--- config.mk ---
export PLATFORM = sky130hd
export DESIGN_NAME = msp430_alu_mpseq
export DESIGN_NICKNAME = d
export VERILOG_FILES = /design/src/rtl/msp430_alu_mpseq.sv
export SDC_FILE = /design/constraint.sdc
export NUM_CORES = 1
export LEC_CHECK = 0
export CAP_MARGIN = 20
export CORE_AREA = 2 2 86 88
export DETAILED_ROUTE_END_ITERATION = 7
export DIE_AREA = 0 0 88 90
export HOLD_SLACK_MARGIN = 0.03
export PLACE_DENSITY = 0.79
export SLEW_MARGIN = 20
export SYNTH_ARGS = -nofsm -noshare
export SYNTH_HDL_FRONTEND = slang
export SYNTH_SLANG_ARGS = --single-unit
--- constraint.sdc ---
create_clock -name mclk -period 4.5 [get_ports mclk]
set_input_delay 0.9 -clock mclk [delete_from_list [all_inputs] [get_ports mclk]]
set_output_delay 0.9 -clock mclk [all_outputs]
set_load 0.05 [all_outputs]
--- src/rtl/msp430_alu_mpseq.sv ---
// Multi-word ADD/SUB/DADD/CMP sequencer that drives a dedicated msp430_alu instance.
// It sends one operand pair per word (LS first), chains carry through alu_status[0] and folds the flags.
module msp430_alu_mpseq (
  input  logic        mclk,
  input  logic        puc_rst_n,
  input  logic        cmd_valid,
  output logic        cmd_ready,
  input  logic [1:0]  cmd_op,
  input  logic [2:0]  cmd_len,
  input  logic        abort,
  input  logic        opnd_valid,
  output logic        opnd_ready,
  input  logic [15:0] opnd_src,
  input  logic [15:0] opnd_dst,
  output logic        res_valid,
  input  logic        res_ready,
  output logic [15:0] res_data,
  output logic        res_last,
  output logic        done,
  output logic [3:0]  done_stat,
  output logic        busy,
  output logic [15:0] alu_op_src,
  output logic [15:0] alu_op_dst,
  output logic        alu_exec_cycle,
  output logic [11:0] alu_inst_alu,
  output logic [3:0]  alu_status,
  input  logic [15:0] alu_out,
  input  logic [3:0]  alu_stat
);
  localparam int ALU_SRC_INV = 0;
  localparam int ALU_INC_C   = 2;
  localparam int ALU_ADD     = 3;
  localparam int ALU_DADD    = 7;

  localparam logic [1:0] OP_ADD  = 2'b00;
  localparam logic [1:0] OP_SUB  = 2'b01;
  localparam logic [1:0] OP_DADD = 2'b10;
  localparam logic [1:0] OP_CMP  = 2'b11;

  typedef enum logic [2:0] {S_IDLE, S_FETCH, S_EXEC, S_OUT, S_DONE} state_t;

  state_t      r_state;
  state_t      w_state_next;
  logic [1:0]  r_op;
  logic [2:0]  r_len;
  logic [2:0]  r_wcnt;
  logic        r_carry;
  logic        r_zacc;
  logic        r_v;
  logic        r_n;
  logic [15:0] r_res_data;
  logic [15:0] r_op_src;
  logic [15:0] r_op_dst;
  logic [3:0]  r_done_stat;

  logic w_last;
  logic w_abort;
  logic w_is_cmp;
  logic w_opnd_hs;
  logic w_res_hs;

  assign w_last    = (r_wcnt == r_len);
  assign w_abort   = abort && (r_state != S_IDLE);
  assign w_is_cmp  = (r_op == OP_CMP);
  assign w_opnd_hs = opnd_valid && opnd_ready;
  assign w_res_hs  = res_valid && res_ready;

  assign res_data   = r_res_data;
  assign done_stat  = r_done_stat;
  assign alu_op_src = r_op_src;
  assign alu_op_dst = r_op_dst;

  always_comb begin
    w_state_next = r_state;
    case (r_state)
      S_IDLE:  if (cmd_valid) w_state_next = S_FETCH;
      S_FETCH: if (w_opnd_hs) w_state_next = S_EXEC;
      S_EXEC: begin
        if (!w_is_cmp)   w_state_next = S_OUT;
        else if (w_last) w_state_next = S_DONE;
        else             w_state_next = S_FETCH;
      end
      S_OUT:   if (w_res_hs) w_state_next = w_last ? S_DONE : S_FETCH;
      S_DONE:  w_state_next = S_IDLE;
      default: w_state_next = S_IDLE;
    endcase
    if (w_abort) w_state_next = S_IDLE;
  end

  // Handshake outputs drop combinationally on abort so a coincident transfer never completes.
  always_comb begin
    cmd_ready      = (r_state == S_IDLE);
    busy           = (r_state != S_IDLE);
    opnd_ready     = (r_state == S_FETCH) && !abort;
    res_valid      = (r_state == S_OUT) && !abort;
    res_last       = (r_state == S_OUT) && !abort && w_last;
    done           = (r_state == S_DONE);
    alu_exec_cycle = (r_state == S_EXEC);
    alu_status     = {3'b000, (r_state == S_EXEC) && r_carry};
    alu_inst_alu   = 12'h000;
    if (r_state == S_EXEC) begin
      case (r_op)
        OP_ADD: begin
          alu_inst_alu[ALU_ADD]   = 1'b1;
          alu_inst_alu[ALU_INC_C] = 1'b1;
        end
        OP_DADD: alu_inst_alu[ALU_DADD] = 1'b1;
        default: begin
          alu_inst_alu[ALU_SRC_INV] = 1'b1;
          alu_inst_alu[ALU_ADD]     = 1'b1;
          alu_inst_alu[ALU_INC_C]   = 1'b1;
        end
      endcase
    end
  end

  always_ff @(posedge mclk or negedge puc_rst_n) begin
    if (!puc_rst_n) begin
      r_state     <= S_IDLE;
      r_op        <= OP_ADD;
      r_len       <= 3'd0;
      r_wcnt      <= 3'd0;
      r_carry     <= 1'b0;
      r_zacc      <= 1'b0;
      r_v         <= 1'b0;
      r_n         <= 1'b0;
      r_res_data  <= 16'h0000;
      r_op_src    <= 16'h0000;
      r_op_dst    <= 16'h0000;
      r_done_stat <= 4'h0;
    end else begin
      r_state <= w_state_next;
      if (!w_abort) begin
        case (r_state)
          S_IDLE: begin
            if (cmd_valid) begin
              r_op    <= cmd_op;
              r_len   <= cmd_len;
              r_wcnt  <= 3'd0;
              // SUB/CMP compute dst + ~src + 1, so the chain starts with carry set.
              r_carry <= (cmd_op == OP_SUB) || (cmd_op == OP_CMP);
              r_zacc  <= 1'b1;
              r_v     <= 1'b0;
              r_n     <= 1'b0;
            end
          end
          S_FETCH: begin
            if (w_opnd_hs) begin
              r_op_src <= opnd_src;
              r_op_dst <= opnd_dst;
            end
          end
          S_EXEC: begin
            r_res_data <= alu_out;
            r_carry    <= alu_stat[0];
            r_zacc     <= r_zacc & alu_stat[1];
            r_n        <= alu_stat[2];
            r_v        <= alu_stat[3];
            if (w_is_cmp && !w_last) r_wcnt <= r_wcnt + 3'd1;
          end
          S_OUT: begin
            if (w_res_hs && !w_last) r_wcnt <= r_wcnt + 3'd1;
          end
          S_DONE: r_done_stat <= {r_v, r_n, r_zacc, r_carry};
          default: ;
        endcase
      end
    end
  end
endmodule

==> results.toml, run 1 <==
[worst_setup_path]
cp_max_fo = 9
cpPeakStageDelay_ps = 850
cp_top_family = "buffers and inverters"
cp-start-kind = "input pin"
slowest_stage = "clkdlybuf4s50_1"
path_buf_inv = 2
path_common_cell = "clkdlybuf4s50_1"
crit_required_ps = 3600
worst_setup_path_end_kind = "output pin"
crit_chain = "clkdlybuf4s50_1, nor2_2, nand2_2, nor3_1, clkdlybuf4s50_1"
arrival_ps = 2870
crit_type = "in2out"

[grt]
grt-ovfl-total = 0
grt_pass1_wl_mm = 10.8
grt_pass1_vias = 2206
grtUsageTotal_pct = 17.7
grt_max_degree = 43
antenna_found_initial = 0

[clock_network]
clock_sinks = 67
post_cts_buffers = 0
cts-htree-levels = 3
clk_path_buf_depth = 2
cts_hold_repair.buffers = 0
cts_tree = "built"
insertion_delay_ps = 340
clkSlewWorstSetupHoldPaths_ps = 70
cts_root_buf = "clkbuf_8"
cts_made_buffers = 9
cts_resized = 0

[logic_synthesis]
synth_edf_count = 0
synthCells = 210
synth_top_area_share_pct = 56.6
synth-seq-cells = 67
syn_avg_cell_area_um2 = 14.1
synth_flop_cell = "dfrtp_1"
synth_largest_area_cell = "dfrtp_1"
synth.distinct_cells = 45
yosysWarnings = 0
yosys-top-cells-area = "dfrtp_1 (57%), mux2_2 (15%), mux2_1 (4.9%)"
ys_seq_area_share_pct = 56.6
postSynth.asyncResetShare_pct = 100
synth_area_mm2 = 0.00296

[timing]
rsz0062_at_grt = "false"
hold_viol_final = 0
setup_tns_ps = 0
period_minus_slack_ps = 3770
fin_skew_ps = 8.67
post-route-period-util_pct = 83.8
setup_violations = 0
slew_violations = 0
fmax_mhz = 265
setup_ws_ps = 727
worst_pin_slew_ps = 928
slew_headroom_pct = 38.1

[place]
place_ws_ps = 710
gp_congestion = 0.811
dp.final_hpwl_mm = 4.89
portBuffers = 126

[floorplanning]
start_util_pct = 42.2
fp-row-count = 31
die_h_um = 90
ioPinCount = 138
coreArea_mm2 = 0.00702
die_area_mm2 = 0.00792
die_w_um = 88

[power_and_ir_drop]
pwr-share-comb_pct = 56.2
p_switching_mw = 1.60
p_clk_share_pct = 13.5
pwr-share-seq_pct = 30.3
sw_frac_of_total_pct = 47.0
p_per_area_mw_per_mm2 = 775
intPower_mw = 1.81
leakage_nw = 1.85
ir_drop_mv = 0.463

[route]
drc = 0
drt_wl_total_mm = 6.54
viasPerCell = 4.76
drtAntennaViolNets = 0
wire_per_inst_um = 14.8
vias = 2104
drt_iter0_drc = 68
first_pass_iters = 4

[status]
status = "finished clean"

[run]
max_cap_viol_count = 0

[final_layout]
nets = 402
layout_commonest_cell = "clkdlybuf4s50_1"
drive_above_1_share_pct = 20.7
final_cell_mix = "clkdlybuf4s50_1 (125), dfrtp_1 (67), mux2_2 (39)"
n_antenna_cell = 0
area_growth_pct = 48.5

[hold_path]
hold_class = "reg2reg"
flip-flops by register name, indices dropped and copies added (netlist names):
name        count
r_op            2
r_n             1
r_len           3
res_data       16
alu_op_dst     16
alu_op_src     16
r_carry         1
r_v             1
r_zacc          1
r_state         3
done_stat       4
r_wcnt          3
cell usage after synthesis (2+ instances only):
cell type / n
mux2_4: 5
nor2_1: 6
a22o_1: 3
mux2_1: 13
inv_1: 6
dfrtp_1: 67
buf_4: 13
o211ai_1: 2
buf_2: 2
nor3_1: 3
a21oi_1: 4
mux2_2: 39
nand2_1: 3
buf_6: 5
nor3b_1: 2
o21ai_0: 5
nor3_4: 2
xnor2_1: 3
metal layers:
metal / GRT usage, % / share of wire, %
met5: 0 / 0
met4: 9.87 / 3.1
met2: 27.1 / 49
met1: 22.4 / 42
met3: 4.59 / 5.4
power by group through the flow:
stage          Clock [mW]  Sequential (mW)  Combinational [mW]
2_1_floorplan           0             1.79               0.548
3_3_place_gp            0             1.03                1.91
4_1_cts             0.467             1.04                1.93
6_report            0.459             1.03                1.92
3_5_place_dp            0             1.05                1.92
5_1_grt             0.499             1.07                1.99
metrics by stage:
| stage | area [um^2] | total power [mW] | hold slack (ps) | std cells | utilization, % |
|---|---|---|---|---|---|
| after global routing | 4400 | 3.56 | 510 | 442 | 62.6 |
| after CTS | 4400 | 3.43 | 491 | 442 | 62.6 |
| after detailed placement | 4220 | 2.97 | 475 | 426 | 60.1 |
| after global placement | 4220 | 2.93 | 467 | 426 | 60.1 |
| after floorplan | 3000 | 2.34 | 460 | 220 | - |
| final | 4400 | 3.41 | 484 | 442 | 62.6 |
cell families (layout without fill, tap and decap cells):
| logic type | Yosys count | in the layout | share of synthesized area [%] |
|---|---|---|---|
| compound gates | 26 | 26 | 6.68 |
| other cells | 1 | 11 | 0.127 |
| simple gates | 28 | 28 | 6.21 |
| fa+ha+maj | 1 | 1 | 0.422 |
| xor+xnor | 3 | 3 | 0.887 |
| buf+inv | 27 | 150 | 6.76 |
| mux | 57 | 57 | 22.3 |
| flops | 67 | 67 | 56.6 |
area by class of cell:
type,instances,area (um^2)
fillers,563,2620
flip-flops and latches,67,1680
clock inverters,4,25.0
repair buffers,128,1270
multi-input cells,126,1120
inverters,6,22.5
well taps,99,124
clock buffers,12,155
worst paths after layout:
| check | start | end | slack, ps | cells after the start |
|---|---|---|---|---|
| setup / recovery | abort | res_last | 730 | 5 |
| hold / removal | alu_op_src[15] | alu_op_src[15] | 480 | 1 |
| setup reg to reg | r_state[1] | res_data[4] | 2490 | 3 |
| hold reg to reg | alu_op_src[15] | alu_op_src[15] | 480 | 1 |
| max in group asynchronous | puc_rst_n | r_len[2] | 2920 | 2 |
| min in group asynchronous | puc_rst_n | res_data[15] | 690 | 1 |
Power figures use the tool's default switching activity.
==> inputs of run 2 (changes only) <==
CORE_AREA = 2 2 88 90   (was 2 2 86 88)
DIE_AREA = 0 0 90 92   (was 0 0 88 90)
PLACE_DENSITY = 0.76   (was 0.79)
clock period = 3.95 ns   (was 4.5 ns; I/O delays follow)
==> run 2 against run 1 <==
Against the previous run:
- die area rose by 4.5%
- largest cell class unchanged
- utilization fell by 3.3 points
- clock power rose by 19%
- clock skew fell by 1.8 ps
- combinational power rose by 14%
- cell count rose by 0.68%
- final area rose by 0.51%
- setup slack got worse by 55 ps
- flip-flop and latch count did not move
- critical path depth fell by 2
- global-route usage fell by 1.1 points
==> results.toml, run 2 (synthesis results as in run 1) <==
[status]
status = "finished clean"

[grt]
grtUsageTotal_pct = 16.6
grt-ovfl-total = 0
grt_pass1_vias = 2173
grt_max_degree = 43
grt_pass1_wl_mm = 10.8
antenna_found_initial = 0

[clock_network]
cts_made_buffers = 9
cts_root_buf = "clkbuf_8"
insertion_delay_ps = 330
cts_tree = "built"
clk_path_buf_depth = 2
cts_resized = 0
clkSlewWorstSetupHoldPaths_ps = 70
clock_sinks = 67
post_cts_buffers = 0
cts_hold_repair.buffers = 0
cts-htree-levels = 3

[place]
dp.final_hpwl_mm = 4.93
gp_congestion = 0.718
portBuffers = 126

[worst_setup_path]
worst_setup_path_end_kind = "output pin"
cp-start-kind = "flop"
slowest_stage = "clkdlybuf4s50_1"
crit_chain = "nor3b_2, a21boi_0, clkdlybuf4s50_1"
arrival_ps = 2490
ff2ff_path_depth = 3
cpPeakStageDelay_ps = 840
crit_required_ps = 3160
cp_max_fo = 14
cp_top_family = "buffers and inverters"
cp_num_cells = 3
crit_type = "reg2out"
path_buf_inv = 1

[hold_path]
hold_class = "in2async"

[floorplanning]
die_area_mm2 = 0.00828
die_h_um = 92
coreArea_mm2 = 0.00745
start_util_pct = 39.8
fp-row-count = 32
ioPinCount = 138
die_w_um = 90

[route]
drt_iter0_drc = 99
wire_per_inst_um = 15.1
drt_wl_total_mm = 6.71
drtAntennaViolNets = 0
first_pass_iters = 4
viasPerCell = 4.71
vias = 2096
drc = 0

[final_layout]
n_antenna_cell = 0
area_growth_pct = 49.2
post-route-util_pct = 59.3
drive_above_1_share_pct = 21.3
layout_commonest_cell = "clkdlybuf4s50_1"
nets = 404
final_cell_mix = "clkdlybuf4s50_1 (124), dfrtp_1 (67), mux2_2 (39)"

[timing]
setup_violations = 0
slew_headroom_pct = 41.3
worst_pin_slew_ps = 877
hold_viol_final = 0
post-route-period-util_pct = 83.0
period_minus_slack_ps = 3280
slew_violations = 0
rsz0062_at_grt = "false"
fin_skew_ps = 6.87
fmax_mhz = 305
setup_tns_ps = 0
hold_slack_ps = 447

[power_and_ir_drop]
p_per_area_mw_per_mm2 = 884
ir_drop_mv = 0.575
leakage_nw = 1.87

[run]
max_cap_viol_count = 0
[run 2: cell count changes in the layout (fill, tap and decap cells not counted), sizes merged]
cell	change
buf	+3
clkinvlp	-2
bufinv	+1
clkbuf	-1
clkdlybuf4s50	-1
[run 2: metal layers]
metal / GRT usage [%] / routed length (um)
met1: 21.6 / 2910
met2: 26.8 / 3390
met3: 3.94 / 335
met4: 7.05 / 65
met5: 0 / 0
[run 2: cell type report]
type	instances	area, um^2
multi-input combinational	126	1130
fill	628	3030
timing repair buffer	130	1280
inverter	6	22.5
sequential	67	1680
clock inverter	3	40.0
tap	102	128
clock buffer	11	141
[run 2: through the flow]
stage / area [um^2] / total power, mW / std cells / setup slack (ps)
final: 4420 / 3.91 / 445 / 673
after global routing: 4420 / 4.09 / 445 / 523
after CTS: 4420 / 3.95 / 445 / 659
after detailed placement: 4240 / 3.38 / 431 / 724
after global placement: 4240 / 3.34 / 431 / 745
after floorplan: 3000 / 2.66 / 220 / 141
[run 2: final timing paths]
| path | start | to | slack (ps) |
|---|---|---|---|
| max in group asynchronous | puc_rst_n | r_len[0] | 2530 |
| hold reg to reg | alu_op_dst[14] | alu_op_dst[14] | 490 |
| min in group mclk | alu_op_dst[14] | alu_op_dst[14] | 490 |
| setup / recovery | r_state[1] | alu_inst_alu[3] | 670 |
| hold / removal | puc_rst_n | res_data[11] | 450 |
| setup reg to reg | r_state[1] | res_data[15] | 1900 |
[run 2: worst register-to-register path, cell delays in order (launching register included)]
cell and delay [ps]:
dfrtp_1 680, nand2b_4 150, nor3_4 690, mux2_2 410
[run 2: power breakdown]
group          internal, mW  switching, mW
logic                 0.815           1.37
registers             0.986          0.191
clock network         0.300          0.244
